<file path="config.mk">
export PLATFORM = sky130hd
export DESIGN_NAME = spi_rd_seq_master_flat
export DESIGN_NICKNAME = d
export VERILOG_FILES = /design/src/rtl/spi_pkg.sv /design/src/rtl/spi_rd_seq_master_if.sv /design/src/rtl/spi_clk_gen.sv /design/src/rtl/spi_rd_seq_master.sv /design/src/flat_wrapper.sv
export SDC_FILE = /design/constraint.sdc
export NUM_CORES = 1
export LEC_CHECK = 0
export ABC_AREA = 1
export BUFFER_PORTS_ARGS = -buffer_cell sky130_fd_sc_hd__buf_2
export CAP_MARGIN = 20
export CORE_MARGIN = 2
export CORE_UTILIZATION = 40
export CTS_CLUSTER_SIZE = 16
export DETAILED_ROUTE_END_ITERATION = 12
export PLACE_DENSITY = 0.63
export SYNTH_ARGS = -nofsm -noshare
export SYNTH_HDL_FRONTEND = slang
export SYNTH_SLANG_ARGS = --single-unit
</file>
<file path="constraint.sdc">
create_clock -name clk -period 4.85 [get_ports clk]
set_input_delay 0.485 -clock clk [delete_from_list [all_inputs] [get_ports clk]]
set_output_delay 0.485 -clock clk [all_outputs]
set_load 0.05 [all_outputs]
</file>
<file path="src/rtl/spi_pkg.sv">
// Shared types and constants for the SPI read sequencer and its clock generator.
package spi_pkg;

  typedef enum logic [2:0] {
    IDLE,
    CS_SETUP,
    CMD,
    RD,
    CS_HOLD,
    FIN
  } spi_state_t;

  // {CPOL, CPHA}
  localparam logic [1:0] SPI_MODE0 = 2'b00;
  localparam logic [7:0] CS_IDLE   = 8'hFF;

  function automatic logic is_onehot8(input logic [7:0] v);
    return (v != 8'h00) && ((v & (v - 8'h01)) == 8'h00);
  endfunction

endpackage

</file>
<file path="src/rtl/spi_rd_seq_master_if.sv">
// Request, serial and buffer-side signals of the SPI read sequencer.
interface spi_rd_seq_master_if;

  logic       start;
  logic [7:0] spi_select_in;
  logic [7:0] spi_reg_in;
  logic       miso;
  logic       sclk;
  logic       mosi;
  logic [7:0] cs_n;
  logic       busy;
  logic       done;
  logic       err_sel;
  logic       buffer_en;
  logic [4:0] addr;
  logic [7:0] data_rec_out;
  logic [7:0] spi_select;
  logic [7:0] spi_reg;

  modport master (
    input  start, spi_select_in, spi_reg_in, miso,
    output sclk, mosi, cs_n, busy, done, err_sel,
    output buffer_en, addr, data_rec_out, spi_select, spi_reg
  );

  modport slave (
    output start, spi_select_in, spi_reg_in, miso,
    input  sclk, mosi, cs_n, busy, done, err_sel,
    input  buffer_en, addr, data_rec_out, spi_select, spi_reg
  );

endinterface

</file>
<file path="src/rtl/spi_clk_gen.sv">
// SCLK divider: each level lasts CLK_DIV cycles; ticks flag the edge on which sclk toggles.
module spi_clk_gen
  import spi_pkg::*;
#(
  parameter int CLK_DIV = 4
) (
  input  logic clk,
  input  logic rst,
  input  logic en_i,
  output logic sclk_o,
  output logic rise_tick_o,
  output logic fall_tick_o
);

  localparam int            CW        = $clog2(CLK_DIV);
  localparam logic [CW-1:0] CNT_LAST  = CW'(CLK_DIV - 1);
  localparam logic          SCLK_IDLE = SPI_MODE0[1];

  logic [CW-1:0] cnt_q;
  logic          sclk_q;
  logic          phase_end;

  assign phase_end   = en_i && (cnt_q == CNT_LAST);
  assign rise_tick_o = phase_end && (sclk_q == SCLK_IDLE);
  assign fall_tick_o = phase_end && (sclk_q != SCLK_IDLE);
  assign sclk_o      = sclk_q;

  // Disabling restarts the divider so every enable begins with a full idle-level phase.
  always_ff @(posedge clk) begin
    if (rst || !en_i) begin
      cnt_q  <= '0;
      sclk_q <= SCLK_IDLE;
    end else if (phase_end) begin
      cnt_q  <= '0;
      sclk_q <= ~sclk_q;
    end else begin
      cnt_q  <= cnt_q + CW'(1);
    end
  end

endmodule

</file>
<file path="src/rtl/spi_rd_seq_master.sv">
// SPI mode-0 master: sends one command byte, then reads N_BYTES and strobes each into the receive buffer.
module spi_rd_seq_master
  import spi_pkg::*;
#(
  parameter int         CLK_DIV    = 4,
  parameter int         N_BYTES    = 5,
  parameter logic [4:0] FIRST_ADDR = 5'd3
) (
  input logic                 clk,
  input logic                 rst,
  spi_rd_seq_master_if.master spi_if
);

  localparam int            CW        = $clog2(CLK_DIV);
  localparam logic [CW-1:0] DIV_LAST  = CW'(CLK_DIV - 1);
  localparam logic [2:0]    LAST_BYTE = 3'(N_BYTES - 1);

  spi_state_t    state_q;
  logic [CW-1:0] div_q;
  logic [2:0]    bit_q;
  logic [2:0]    byte_q;
  logic [7:0]    tx_q;
  logic [7:0]    rx_q;
  logic [7:0]    rx_d;
  logic          mosi_q;
  logic [7:0]    cs_n_q;
  logic          busy_q;
  logic          done_q;
  logic          err_sel_q;
  logic          buffer_en_q;
  logic [4:0]    addr_q;
  logic [7:0]    data_q;
  logic [7:0]    sel_q;
  logic [7:0]    reg_q;
  logic          sclk;
  logic          rise_tick;
  logic          fall_tick;
  logic          clk_en;

  assign clk_en = (state_q == CMD) || (state_q == RD);
  assign rx_d   = {rx_q[6:0], spi_if.miso};

  spi_clk_gen #(.CLK_DIV(CLK_DIV)) u_clk_gen (
    .clk         (clk),
    .rst         (rst),
    .en_i        (clk_en),
    .sclk_o      (sclk),
    .rise_tick_o (rise_tick),
    .fall_tick_o (fall_tick)
  );

  always_ff @(posedge clk) begin
    if (rst) begin
      state_q     <= IDLE;
      div_q       <= '0;
      bit_q       <= '0;
      byte_q      <= '0;
      tx_q        <= '0;
      rx_q        <= '0;
      mosi_q      <= 1'b0;
      cs_n_q      <= CS_IDLE;
      busy_q      <= 1'b0;
      done_q      <= 1'b0;
      err_sel_q   <= 1'b0;
      buffer_en_q <= 1'b0;
      addr_q      <= '0;
      data_q      <= '0;
      sel_q       <= '0;
      reg_q       <= '0;
    end else begin
      done_q      <= 1'b0;
      err_sel_q   <= 1'b0;
      buffer_en_q <= 1'b0;
      case (state_q)
        IDLE: begin
          if (spi_if.start) begin
            if (is_onehot8(spi_if.spi_select_in)) begin
              sel_q   <= spi_if.spi_select_in;
              reg_q   <= spi_if.spi_reg_in;
              tx_q    <= spi_if.spi_reg_in;
              mosi_q  <= spi_if.spi_reg_in[7];
              cs_n_q  <= ~spi_if.spi_select_in;
              busy_q  <= 1'b1;
              div_q   <= '0;
              bit_q   <= '0;
              byte_q  <= '0;
              addr_q  <= '0;
              data_q  <= '0;
              state_q <= CS_SETUP;
            end else begin
              err_sel_q <= 1'b1;
            end
          end
        end
        CS_SETUP: begin
          if (div_q == DIV_LAST) begin
            div_q   <= '0;
            mosi_q  <= tx_q[7];
            state_q <= CMD;
          end else begin
            div_q <= div_q + CW'(1);
          end
        end
        CMD: begin
          // mosi only moves on falling edges, so it is stable across every rising edge.
          if (fall_tick) begin
            if (bit_q == 3'd7) begin
              bit_q   <= '0;
              mosi_q  <= 1'b0;
              state_q <= RD;
            end else begin
              bit_q  <= bit_q + 3'd1;
              tx_q   <= {tx_q[6:0], 1'b0};
              mosi_q <= tx_q[6];
            end
          end
        end
        RD: begin
          if (rise_tick) begin
            rx_q <= rx_d;
            if (bit_q == 3'd7) begin
              data_q      <= rx_d;
              addr_q      <= FIRST_ADDR + {2'b00, byte_q};
              buffer_en_q <= 1'b1;
            end
          end
          if (fall_tick) begin
            if (bit_q == 3'd7) begin
              bit_q <= '0;
              if (byte_q == LAST_BYTE) begin
                state_q <= CS_HOLD;
              end else begin
                byte_q <= byte_q + 3'd1;
              end
            end else begin
              bit_q <= bit_q + 3'd1;
            end
          end
        end
        CS_HOLD: begin
          if (div_q == DIV_LAST) begin
            div_q   <= '0;
            cs_n_q  <= CS_IDLE;
            busy_q  <= 1'b0;
            done_q  <= 1'b1;
            state_q <= FIN;
          end else begin
            div_q <= div_q + CW'(1);
          end
        end
        FIN: begin
          state_q <= IDLE;
        end
        default: begin
          state_q <= IDLE;
        end
      endcase
    end
  end

  assign spi_if.sclk         = sclk;
  assign spi_if.mosi         = mosi_q;
  assign spi_if.cs_n         = cs_n_q;
  assign spi_if.busy         = busy_q;
  assign spi_if.done         = done_q;
  assign spi_if.err_sel      = err_sel_q;
  assign spi_if.buffer_en    = buffer_en_q;
  assign spi_if.addr         = addr_q;
  assign spi_if.data_rec_out = data_q;
  assign spi_if.spi_select   = sel_q;
  assign spi_if.spi_reg      = reg_q;

endmodule

</file>
<file path="src/flat_wrapper.sv">
// flat-port wrapper written by rule: the top's interface ports become plain ports
module spi_rd_seq_master_flat import spi_pkg::*;
#(
  parameter int         CLK_DIV    = 4,
  parameter int         N_BYTES    = 5,
  parameter logic [4:0] FIRST_ADDR = 5'd3
)
  (clk, rst, spi_if_start, spi_if_spi_select_in, spi_if_spi_reg_in, spi_if_miso, spi_if_sclk, spi_if_mosi, spi_if_cs_n, spi_if_busy, spi_if_done, spi_if_err_sel, spi_if_buffer_en, spi_if_addr, spi_if_data_rec_out, spi_if_spi_select, spi_if_spi_reg);
  spi_rd_seq_master_if spi_if_i ();
  input logic clk;
  input logic rst;
  input wire logic [$bits(spi_if_i.start)-1:0] spi_if_start;
  input wire logic [$bits(spi_if_i.spi_select_in)-1:0] spi_if_spi_select_in;
  input wire logic [$bits(spi_if_i.spi_reg_in)-1:0] spi_if_spi_reg_in;
  input wire logic [$bits(spi_if_i.miso)-1:0] spi_if_miso;
  output wire logic [$bits(spi_if_i.sclk)-1:0] spi_if_sclk;
  output wire logic [$bits(spi_if_i.mosi)-1:0] spi_if_mosi;
  output wire logic [$bits(spi_if_i.cs_n)-1:0] spi_if_cs_n;
  output wire logic [$bits(spi_if_i.busy)-1:0] spi_if_busy;
  output wire logic [$bits(spi_if_i.done)-1:0] spi_if_done;
  output wire logic [$bits(spi_if_i.err_sel)-1:0] spi_if_err_sel;
  output wire logic [$bits(spi_if_i.buffer_en)-1:0] spi_if_buffer_en;
  output wire logic [$bits(spi_if_i.addr)-1:0] spi_if_addr;
  output wire logic [$bits(spi_if_i.data_rec_out)-1:0] spi_if_data_rec_out;
  output wire logic [$bits(spi_if_i.spi_select)-1:0] spi_if_spi_select;
  output wire logic [$bits(spi_if_i.spi_reg)-1:0] spi_if_spi_reg;
  assign spi_if_i.start = spi_if_start;
  assign spi_if_i.spi_select_in = spi_if_spi_select_in;
  assign spi_if_i.spi_reg_in = spi_if_spi_reg_in;
  assign spi_if_i.miso = spi_if_miso;
  assign spi_if_sclk = spi_if_i.sclk;
  assign spi_if_mosi = spi_if_i.mosi;
  assign spi_if_cs_n = spi_if_i.cs_n;
  assign spi_if_busy = spi_if_i.busy;
  assign spi_if_done = spi_if_i.done;
  assign spi_if_err_sel = spi_if_i.err_sel;
  assign spi_if_buffer_en = spi_if_i.buffer_en;
  assign spi_if_addr = spi_if_i.addr;
  assign spi_if_data_rec_out = spi_if_i.data_rec_out;
  assign spi_if_spi_select = spi_if_i.spi_select;
  assign spi_if_spi_reg = spi_if_i.spi_reg;
  spi_rd_seq_master #(.CLK_DIV(CLK_DIV), .N_BYTES(N_BYTES), .FIRST_ADDR(FIRST_ADDR)) u_core (.clk(clk), .rst(rst), .spi_if(spi_if_i));
endmodule
</file>
==> results of run 1 <==
==> tightest hold or removal path, delay by kind of cell <==
| kind | cells | cell delay, ps |
|---|---|---|
| AO/OA/AOI/OAI | 2 | 170 |
| buffers and inverters | 1 | 90 |
==> cells in the mapped netlist (all sizes together) <==
library cell | instances | area share, %
nand2 | 114 | 14
dfxtp | 70 | 44
inv | 55 | 6.5
nor2 | 49 | 6.6
a21oi | 44 | 7.0
o21ai | 29 | 4.8
nand4 | 21 | 4.6
nand3 | 17 | 3.7
buf | 11 | 2.1
clkbuf | 8 | 0.95
ha | 7 | 2.8
nor3 | 4 | 0.63
xnor2 | 2 | 0.55
and3 | 1 | 0.20
clkinv | 1 | 0.12
conb | 1 | 0.12
nor2b | 1 | 0.20
o211ai | 1 | 0.24
o221ai | 1 | 0.28
o22ai | 1 | 0.20
or2 | 1 | 0.20
==> cell usage in the layout, fill, tap and decap left out, types with 3 or more instances in the layout <==
cell | netlist | routed
nand2_1 | 110 | 110
dfxtp_1 | 70 | 70
buf_2 | 5 | 61
inv_1 | 49 | 49
nor2_1 | 45 | 45
a21oi_1 | 44 | 44
o21ai_0 | 27 | 27
nand4_1 | 20 | 20
nand3_1 | 12 | 12
clkbuf_8 | 0 | 11
ha_1 | 7 | 7
inv_2 | 6 | 6
nand3_2 | 4 | 4
nor3_1 | 4 | 4
nor2_4 | 3 | 3
nand2_2 | 3 | 3
==> per-stage QoR <==
stage | power, mW | setup WS (ps) | utilization, % | hold WS [ps]
finish | 1.55 | 2840 | 48.4 | 427
global route | 1.65 | 2600 | 48.4 | 435
CTS | 1.56 | 2830 | 48.4 | 424
detailed placement | 1.06 | 2630 | 45.7 | 423
global placement | 1.06 | 2690 | 45.7 | 415
floorplan | 0.995 | 3130 | - | 402
==> final timing paths <==
| check | from | endpoint | slack [ps] | cells after the start |
|---|---|---|---|---|
| worst min register to register | u_core.u_clk_gen.cnt_q[0] | u_core.u_clk_gen.cnt_q[0] | 430 | 1 |
| worst min-delay path | spi_if_spi_reg_in[5] | u_core.spi_if.spi_reg[5] | 430 | 3 |
| worst max register to register | u_core.state_q[1] | u_core.spi_if.cs_n[1] | 2840 | 8 |
| worst max-delay path | u_core.state_q[1] | u_core.spi_if.cs_n[1] | 2840 | 8 |
==> kinds of logic after synthesis <==
group | synth area share (%)
other cells | 0.118
flops | 44.3
fa+ha+maj | 2.77
simple gates | 30.1
compound gates | 12.5
buf+inv | 9.68
xor+xnor | 0.553
==> layer usage <==
metal | GRT usage [%] | routed length (µm)
met1 | 22.7 | 3410
met2 | 27.6 | 3310
met3 | 4.75 | 354
met4 | 7.60 | 133
met5 | 0 | 0
==> where the power goes <==
part | switching (mW) | internal [mW] | leakage (nW)
Combinational | 0.293 | 0.120 | 1.02
Sequential | 0.0276 | 0.612 | 0.566
Clock | 0.230 | 0.268 | 0.0992
==> cell type report <==
cell class,count,share of cell area (%)
Inverter,56,5.65
Clock inverter,4,1.45
Sequential cell,70,37.7
Tap cell,102,3.43
Multi-Input combinational cell,294,39.2
Clock buffer,12,4.17
Timing Repair Buffer,62,8.41
==> results.py, run 1 <==
metrics = {
    "run_status": {
        "status": "finished clean",
    },
    "place": {
        "hpwl_um": 5040,
        "gp_congestion": 0.858,
        "dp.cells": 584,
        "placed_cell_area_um2": 3510,
        "portBuffers": 61,
    },
    "die": {
        "coreArea_um2": 7690,
        "die_w_um": 93.0,
        "io_pins": 63,
        "rows": 32,
        "dieArea_um2": 8640,
        "initial_utilization_pct": 41.2,
        "die_h_um": 93.0,
    },
    "drt": {
        "vias": 2886,
        "post-route-drc-count": 0,
        "drt_first_pass_iters": 4,
        "drtAntennaViolNets": 0,
        "wl_per_cell_um": 12.0,
        "via_per_inst": 4.81,
        "drtIter0Drc": 140,
        "wl_um": 7210,
    },
    "setup_path": {
        "cp.required_ps": 5060,
        "crit_family": "simple AND/OR/NAND/NOR gates",
        "critPathMaxStageDelay_ps": 490,
        "cp.arrival_ps": 2220,
        "crit_chain": "inv_2 > nand2_1 > inv_2 > nand4_1 > buf_4 > nand2_1 > o21ai_0 > nand2_1",
        "critPathBufInv": 3,
        "cp_common_cell": "nand2_1",
        "worstSetupStartpointType": "flop",
        "critPathCaptureType": "flop",
        "critPathKind": "reg2reg",
        "cp_slowest_cell": "dfxtp_1",
        "path_max_fanout": 25,
    },
    "global_route": {
        "grt_max_degree": 37,
        "antenna_found_initial": 0,
        "first_global_vias": 2714,
        "grt_pass1_wl_um": 12100,
        "overflow": 0,
        "grtUsageTotal_pct": 17.6,
    },
    "synthesis": {
        "synth_cell_types": 33,
        "ys_warn_count": 0,
        "ys_ff_latch": 70,
        "syn_area_um2": 3170,
        "ys_seq_area_share_pct": 44.3,
        "synth_nets": 466,
        "syn_inst": 439,
        "synth.avg_cell_area_um2": 7.21,
    },
    "final_layout": {
        "final_nets": 520,
        "n_antenna_cell": 0,
        "seq_area_um2": 1400,
        "drive_gt1_share_pct": 20.1,
        "multi_input_area_um2": 1460,
        "final_area_um2": 3720,
        "syn_to_final_growth_pct": 17.5,
        "layout.cells.non_filler": 600,
        "fill_cells": 793,
    },
    "timing": {
        "slew_headroom_pct": 37.8,
        "min_period_over_period_pct": 41.4,
        "setup_viol": 0,
        "finalClockSkew_ps": 11.3,
        "slew_violations": 0,
        "fmax_ghz": 0.498,
        "tns_ps": 0,
        "finalHoldViolations": 0,
        "finalCriticalPeriod_ps": 2010,
        "worst_pin_slew_ps": 932,
        "grt_setup_unrepaired": "false",
    },
    "clock_tree": {
        "numCtsBuffers": 9,
        "cts.sinks": 70,
        "clk_pin_slew_worst_paths_ps": 80,
        "root_buffer": "clkbuf_8",
        "ctsResizeCount": 0,
        "clk_path_buf_depth": 2,
        "tritoncts": "done",
        "clk_latency_ps": 360,
        "cts.hold.buffers_added": 0,
        "post_cts_buffers": 0,
        "htree_num_levels": 3,
    },
    "power_and_ir_drop": {
        "ir_drop_mv": 0.176,
        "leakagePower_nw": 1.68,
        "power_density_nw_per_um2": 417,
    },
    "flow_run": {
        "max_cap_viol_count": 0,
    },
    "min_path": {
        "hp-class": "in2reg",
    },
}
Power figures use the tool's default switching activity.
==> run 2, diff against run 1 <==
--- a/config.mk
+++ b/config.mk
@@ -12,7 +12,7 @@
 export CORE_UTILIZATION = 40
 export CTS_CLUSTER_SIZE = 16
 export DETAILED_ROUTE_END_ITERATION = 12
-export PLACE_DENSITY = 0.63
+export PLACE_DENSITY = 0.65
 export SYNTH_ARGS = -nofsm -noshare
 export SYNTH_HDL_FRONTEND = slang
 export SYNTH_SLANG_ARGS = --single-unit
==> constraint.sdc (replaced) <==
create_clock -name clk -period 1.8 [get_ports clk]
set_input_delay 0.18 -clock clk [delete_from_list [all_inputs] [get_ports clk]]
set_output_delay 0.18 -clock clk [all_outputs]
set_load 0.05 [all_outputs]
==> results.py, run 2 (synthesized netlist as in run 1, its figures left out) <==
metrics = {
    "run_status": {
        "status": "finished clean",
    },
    "timing": {
        "grt_setup_unrepaired": "false",
        "setup_viol": 0,
        "min_period_over_period_pct": 89.9,
        "tns_ps": 0,
        "finalCriticalPeriod_ps": 1620,
        "finalClockSkew_ps": 8.06,
        "slew_violations": 0,
        "fmax_ghz": 0.618,
        "finalHoldViolations": 0,
    },
    "place": {
        "gp_congestion": 0.872,
        "dp.cells": 592,
        "portBuffers": 61,
        "hpwl_um": 4960,
    },
    "global_route": {
        "use_met2_pct": 25.6,
        "overflow": 0,
        "antenna_found_initial": 0,
        "grtUsageMet1_pct": 22.5,
        "grt_busiest_layer": "met2",
        "grt_pass1_wl_um": 11600,
        "grt_max_degree": 36,
        "first_global_vias": 2512,
        "use_met3_pct": 3.79,
        "grtUsageTotal_pct": 16.8,
    },
    "min_path": {
        "hold_path_depth": 3,
        "hp-class": "in2reg",
    },
    "drt": {
        "drtAntennaViolNets": 0,
        "via_per_inst": 4.73,
        "drtIter0Drc": 151,
        "drt_first_pass_iters": 4,
        "wl_um": 6990,
        "vias": 2879,
        "wl_per_cell_um": 11.5,
        "post-route-drc-count": 0,
    },
    "die": {
        "die_h_um": 93.0,
        "coreArea_um2": 7690,
        "io_pins": 63,
        "die_w_um": 93.0,
        "rows": 32,
        "initial_utilization_pct": 41.2,
        "dieArea_um2": 8640,
    },
    "power_and_ir_drop": {
        "ir_drop_mv": 0.520,
        "netSwitchingFraction_pct": 36.0,
        "internal_power_mw": 2.66,
        "pwr-share-seq_pct": 41.5,
        "power.switching_mw": 1.50,
        "power_density_nw_per_um2": 1090,
        "leakagePower_nw": 1.72,
        "clkPwrFrac_pct": 30.6,
        "combinationalPowerShare_pct": 27.9,
    },
    "clock_tree": {
        "root_buffer": "clkbuf_8",
        "htree_num_levels": 3,
        "clk_latency_ps": 350,
        "numCtsBuffers": 9,
        "cts.hold.buffers_added": 0,
        "clk_path_buf_depth": 2,
        "cts.sinks": 70,
        "tritoncts": "done",
        "post_cts_buffers": 0,
        "clk_pin_slew_worst_paths_ps": 80,
    },
    "final_layout": {
        "layout.cells.non_filler": 609,
        "mostFrequentLayoutCells": "110 x nand2_1, 66 x dfxtp_1, 61 x buf_2, 49 x inv_1",
        "fill_cells": 797,
        "multi_input_area_um2": 1480,
        "n_antenna_cell": 0,
        "mostFrequentLayoutCell": "nand2_1",
        "syn_to_final_growth_pct": 20.3,
        "seq_area_um2": 1410,
        "final_nets": 529,
        "drive_gt1_share_pct": 23.1,
    },
    "setup_path": {
        "reg2reg_depth": 12,
        "cp.required_ps": 2080,
        "worstSetupStartpointType": "flop",
        "path_max_fanout": 4,
        "critPathKind": "reg2reg",
        "critPathCaptureType": "flop",
        "cp.arrival_ps": 1900,
    },
    "flow_run": {
        "max_cap_viol_count": 0,
    },
}
run 2: through the flow:
stage	hold slack (ps)	power, mW	util (%)	area (µm²)	setup slack, ps
CTS	116	4.16	49.2	3780	78.3
global route	131	4.46	49.6	3810	6.48
finish	133	4.15	49.6	3810	183
global placement	414	2.86	46.6	3580	127
detailed placement	421	2.88	46.6	3580	106
floorplan	364	2.68	-	3170	81.1
run 2: what timing repair did:
| action | 4_1_cts | 5_1_grt |
|---|---|---|
| setup endpoints to repair | 0 | 23 |
| resized for setup | 0 | 9 |
| endpoints found under the hold margin | 0 | 0 |
run 2: final timing paths:
check	from	endpoint	slack, ps
setup / recovery	u_core.bit_q[0]	u_core.state_q[0]	180
hold / removal	spi_if_spi_reg_in[6]	u_core.spi_if.spi_reg[6]	130
setup reg to reg	u_core.bit_q[0]	u_core.state_q[0]	180
hold reg to reg	u_core.u_clk_gen.cnt_q[0]	u_core.u_clk_gen.cnt_q[0]	430
run 2: area by class of cell:
| class | instances | share of cell area (%) |
|---|---|---|
| clock buffers | 9 | 3.25 |
| clock inverters | 7 | 1.90 |
| inverters | 56 | 5.58 |
| multi-input cells | 295 | 38.9 |
| flip-flops and latches | 70 | 36.9 |
| well taps | 102 | 3.35 |
| repair buffers | 70 | 10.1 |
run 2: power by group through the flow:
| stage | sequential (mW) | clock, mW | combinational, mW |
|---|---|---|---|
| floorplan | 1.81 | 0 | 0.866 |
| global placement | 1.75 | 0 | 1.11 |
| detailed placement | 1.75 | 0 | 1.12 |
| CTS | 1.72 | 1.31 | 1.13 |
| global route | 1.74 | 1.39 | 1.33 |
| finish | 1.72 | 1.27 | 1.16 |
run 2: critical path: stages, from the launching register on:
cell and delay [ps]:
dfxtp_2 350, ha_1 150, ha_2 190, inv_1 70, nand3_1 100, nand2_1 70, nor2_2 100, nand3_2 90
nor2_4 150, nand3_2 90, nand2_1 70, inv_1 40, nor2_1 80
run 2: routing by layer:
layer  wire [µm]  part of all wire [%]  vias to the layer above
met3         410                   5.9                        2
met4          37                  0.53                        0
met5           0                     0                        -
met2        3070                    44                       69
li1            -                     -                     1535
met1        3470                    50                     1273
==> run 3, diff against run 2 <==
--- a/config.mk
+++ b/config.mk
@@ -6,13 +6,15 @@
 export NUM_CORES = 1
 export LEC_CHECK = 0
 export ABC_AREA = 1
-export BUFFER_PORTS_ARGS = -buffer_cell sky130_fd_sc_hd__buf_2
 export CAP_MARGIN = 20
 export CORE_MARGIN = 2
 export CORE_UTILIZATION = 40
 export CTS_CLUSTER_SIZE = 16
 export DETAILED_ROUTE_END_ITERATION = 12
-export PLACE_DENSITY = 0.65
+export DONT_BUFFER_PORTS = 1
+export PLACE_DENSITY = 0.58
+export RECOVER_POWER = 25
 export SYNTH_ARGS = -nofsm -noshare
 export SYNTH_HDL_FRONTEND = slang
 export SYNTH_SLANG_ARGS = --single-unit
+export TNS_END_PERCENT = 5
==> results.py, run 3 (synthesized netlist as in run 1, its figures left out) <==
metrics = {
    "run_status": {
        "status": "finished clean",
    },
    "final_layout": {
        "finish.utilization_pct": 46.2,
        "syn_to_final_growth_pct": 12.2,
        "final_nets": 473,
        "mostFrequentLayoutCells": "110 x nand2_1, 68 x dfxtp_1, 48 x inv_1, 45 x nor2_1, 44 x a21oi_1",
        "fill_cells": 821,
        "n_antenna_cell": 0,
        "drive_gt1_share_pct": 11.6,
        "mostFrequentLayoutCell": "nand2_1",
    },
    "power_and_ir_drop": {
        "netSwitchingFraction_pct": 34.2,
        "leakagePower_nw": 1.45,
        "internal_power_mw": 2.81,
        "ir_drop_mv": 0.521,
        "clkPwrFrac_pct": 33.0,
        "power_density_nw_per_um2": 1200,
        "combinationalPowerShare_pct": 25.6,
        "pwr-share-seq_pct": 41.4,
        "power.switching_mw": 1.46,
    },
    "setup_path": {
        "critPathMaxStageDelay_ps": 350,
        "path_max_fanout": 4,
        "r2r_end": "u_core.state_q[1]",
        "cp.arrival_ps": 1960,
        "crit_family": "simple AND/OR/NAND/NOR gates",
        "critPathKind": "reg2reg",
        "r2r_slack_ps": 120,
        "crit_chain": "ha_1 > ha_2 > inv_2 > nand3_2 > nand2_1 > nor2_1 > nand3_1 > nor2_4 > nand3_2 > nand2_1 > inv_1 > nor2_1",
        "cp_slowest_cell": "dfxtp_2",
        "reg2reg_depth": 12,
        "critPathCaptureType": "flop",
        "cp.required_ps": 2080,
        "r2r_start": "u_core.bit_q[0]",
        "critPathBufInv": 2,
        "worstSetupStartpointType": "flop",
    },
    "place": {
        "gp_congestion": 0.833,
        "hpwl_um": 4950,
        "portBuffers": 0,
    },
    "die": {
        "die_w_um": 93.0,
        "die_h_um": 93.0,
        "rows": 32,
        "initial_utilization_pct": 41.2,
        "io_pins": 63,
        "dieArea_um2": 8640,
        "coreArea_um2": 7690,
    },
    "clock_tree": {
        "tritoncts": "done",
        "root_buffer": "clkbuf_8",
        "clk_path_buf_depth": 2,
        "clk_pin_slew_worst_paths_ps": 80,
        "numCtsBuffers": 9,
        "clk_latency_ps": 340,
        "cts.sinks": 70,
        "post_cts_buffers": 0,
        "htree_num_levels": 3,
    },
    "global_route": {
        "antenna_found_initial": 0,
        "first_global_vias": 2615,
        "grtUsageTotal_pct": 17.9,
        "grt_pass1_wl_um": 12300,
        "use_met2_pct": 28.4,
        "grt_busiest_layer": "met2",
        "use_met3_pct": 5.08,
        "grt_max_degree": 35,
        "grtUsageMet1_pct": 22.9,
        "overflow": 0,
    },
    "drt": {
        "vias": 2722,
        "wl_um": 7060,
        "drt_first_pass_iters": 4,
        "wl_per_cell_um": 12.8,
        "drtIter0Drc": 134,
        "drtAntennaViolNets": 0,
        "via_per_inst": 4.93,
        "post-route-drc-count": 0,
    },
    "timing": {
        "tns_ps": 0,
        "grt_setup_unrepaired": "false",
        "finalClockSkew_ps": 8.50,
        "min_period_over_period_pct": 93.3,
        "finalCriticalPeriod_ps": 1680,
        "fmax_ghz": 0.595,
        "slew_headroom_pct": 54.9,
        "worst_pin_slew_ps": 676,
        "finalHoldViolations": 0,
        "slew_violations": 0,
        "setup_viol": 0,
    },
    "min_path": {
        "hp-class": "in2reg",
        "hold_path_depth": 2,
        "min_from": "spi_if_spi_reg_in[1]",
        "min_to": "u_core.spi_if.spi_reg[1]",
    },
    "flow_run": {
        "max_cap_viol_count": 0,
    },
}
[run 3: cell types whose count changed in the layout (fill, tap and decap cells not counted), sizes merged]
cell / change
clkinv: -1
buf: -61
inv: -2
nor2: -1
bufinv: +1
clkbuf: +7
[run 3: area by class of cell]
type | count | area, µm² | share of cell area [%]
Clock buffer | 10 | 138 | 3.87
Clock inverter | 5 | 83.8 | 2.36
Inverter | 56 | 210 | 5.92
Multi-Input combinational cell | 294 | 1470 | 41.5
Sequential cell | 70 | 1400 | 39.5
Tap cell | 102 | 128 | 3.59
Timing Repair Buffer | 15 | 115 | 3.24
[run 3: power groups by stage]
stage | Sequential (mW) | Clock (mW) | Combinational, mW
5_1_grt | 1.78 | 1.53 | 1.26
3_5_place_dp | 1.80 | 0 | 1.06
3_3_place_gp | 1.80 | 0 | 1.06
2_1_floorplan | 1.81 | 0 | 0.866
6_report | 1.77 | 1.41 | 1.09
4_1_cts | 1.77 | 1.46 | 1.09
[run 3: what timing repair did]
action,in CTS,in global routing
resized for setup,0,6
hold buffers,1,0
endpoints found under the setup margin,0,20
endpoints found under the hold margin,34,0
[run 3: worst max-delay path by stage]
stage / start / endpoint / slack [ps] / depth (start not counted)
global placement: u_core.byte_q[0] / u_core.byte_q[1] / 120 / 11
floorplan: u_core.u_clk_gen.sclk_o / u_core.state_q[2] / 80 / 8
CTS: u_core.bit_q[0] / u_core.state_q[1] / 50 / 12
detailed placement: u_core.bit_q[0] / u_core.spi_if.addr[1] / 80 / 7
global route: u_core.state_q[1] / u_core.byte_q[1] / 2 / 8
finish: u_core.bit_q[0] / u_core.state_q[1] / 120 / 12
[run 3: metal layers]
layer  part of all wire (%)  up-vias
li1                       -     1421
met3                    7.7       11
met2                     43       82
met4                    1.7        0
met1                     47     1208
met5                      0        -
[run 3: metrics by stage]
step / total power, mW / area (µm²) / hold slack (ps) / cells / setup WS [ps]
2_1_floorplan: 2.68 / 3170 / 364 / 439 / 81.1
3_3_place_gp: 2.86 / 3320 / 254 / 536 / 118
3_5_place_dp: 2.87 / 3320 / 254 / 536 / 78.2
4_1_cts: 4.32 / 3560 / 12.3 / 552 / 50.8
5_1_grt: 4.57 / 3550 / 27.3 / 552 / 2.11
6_report: 4.27 / 3550 / 31.3 / 552 / 121
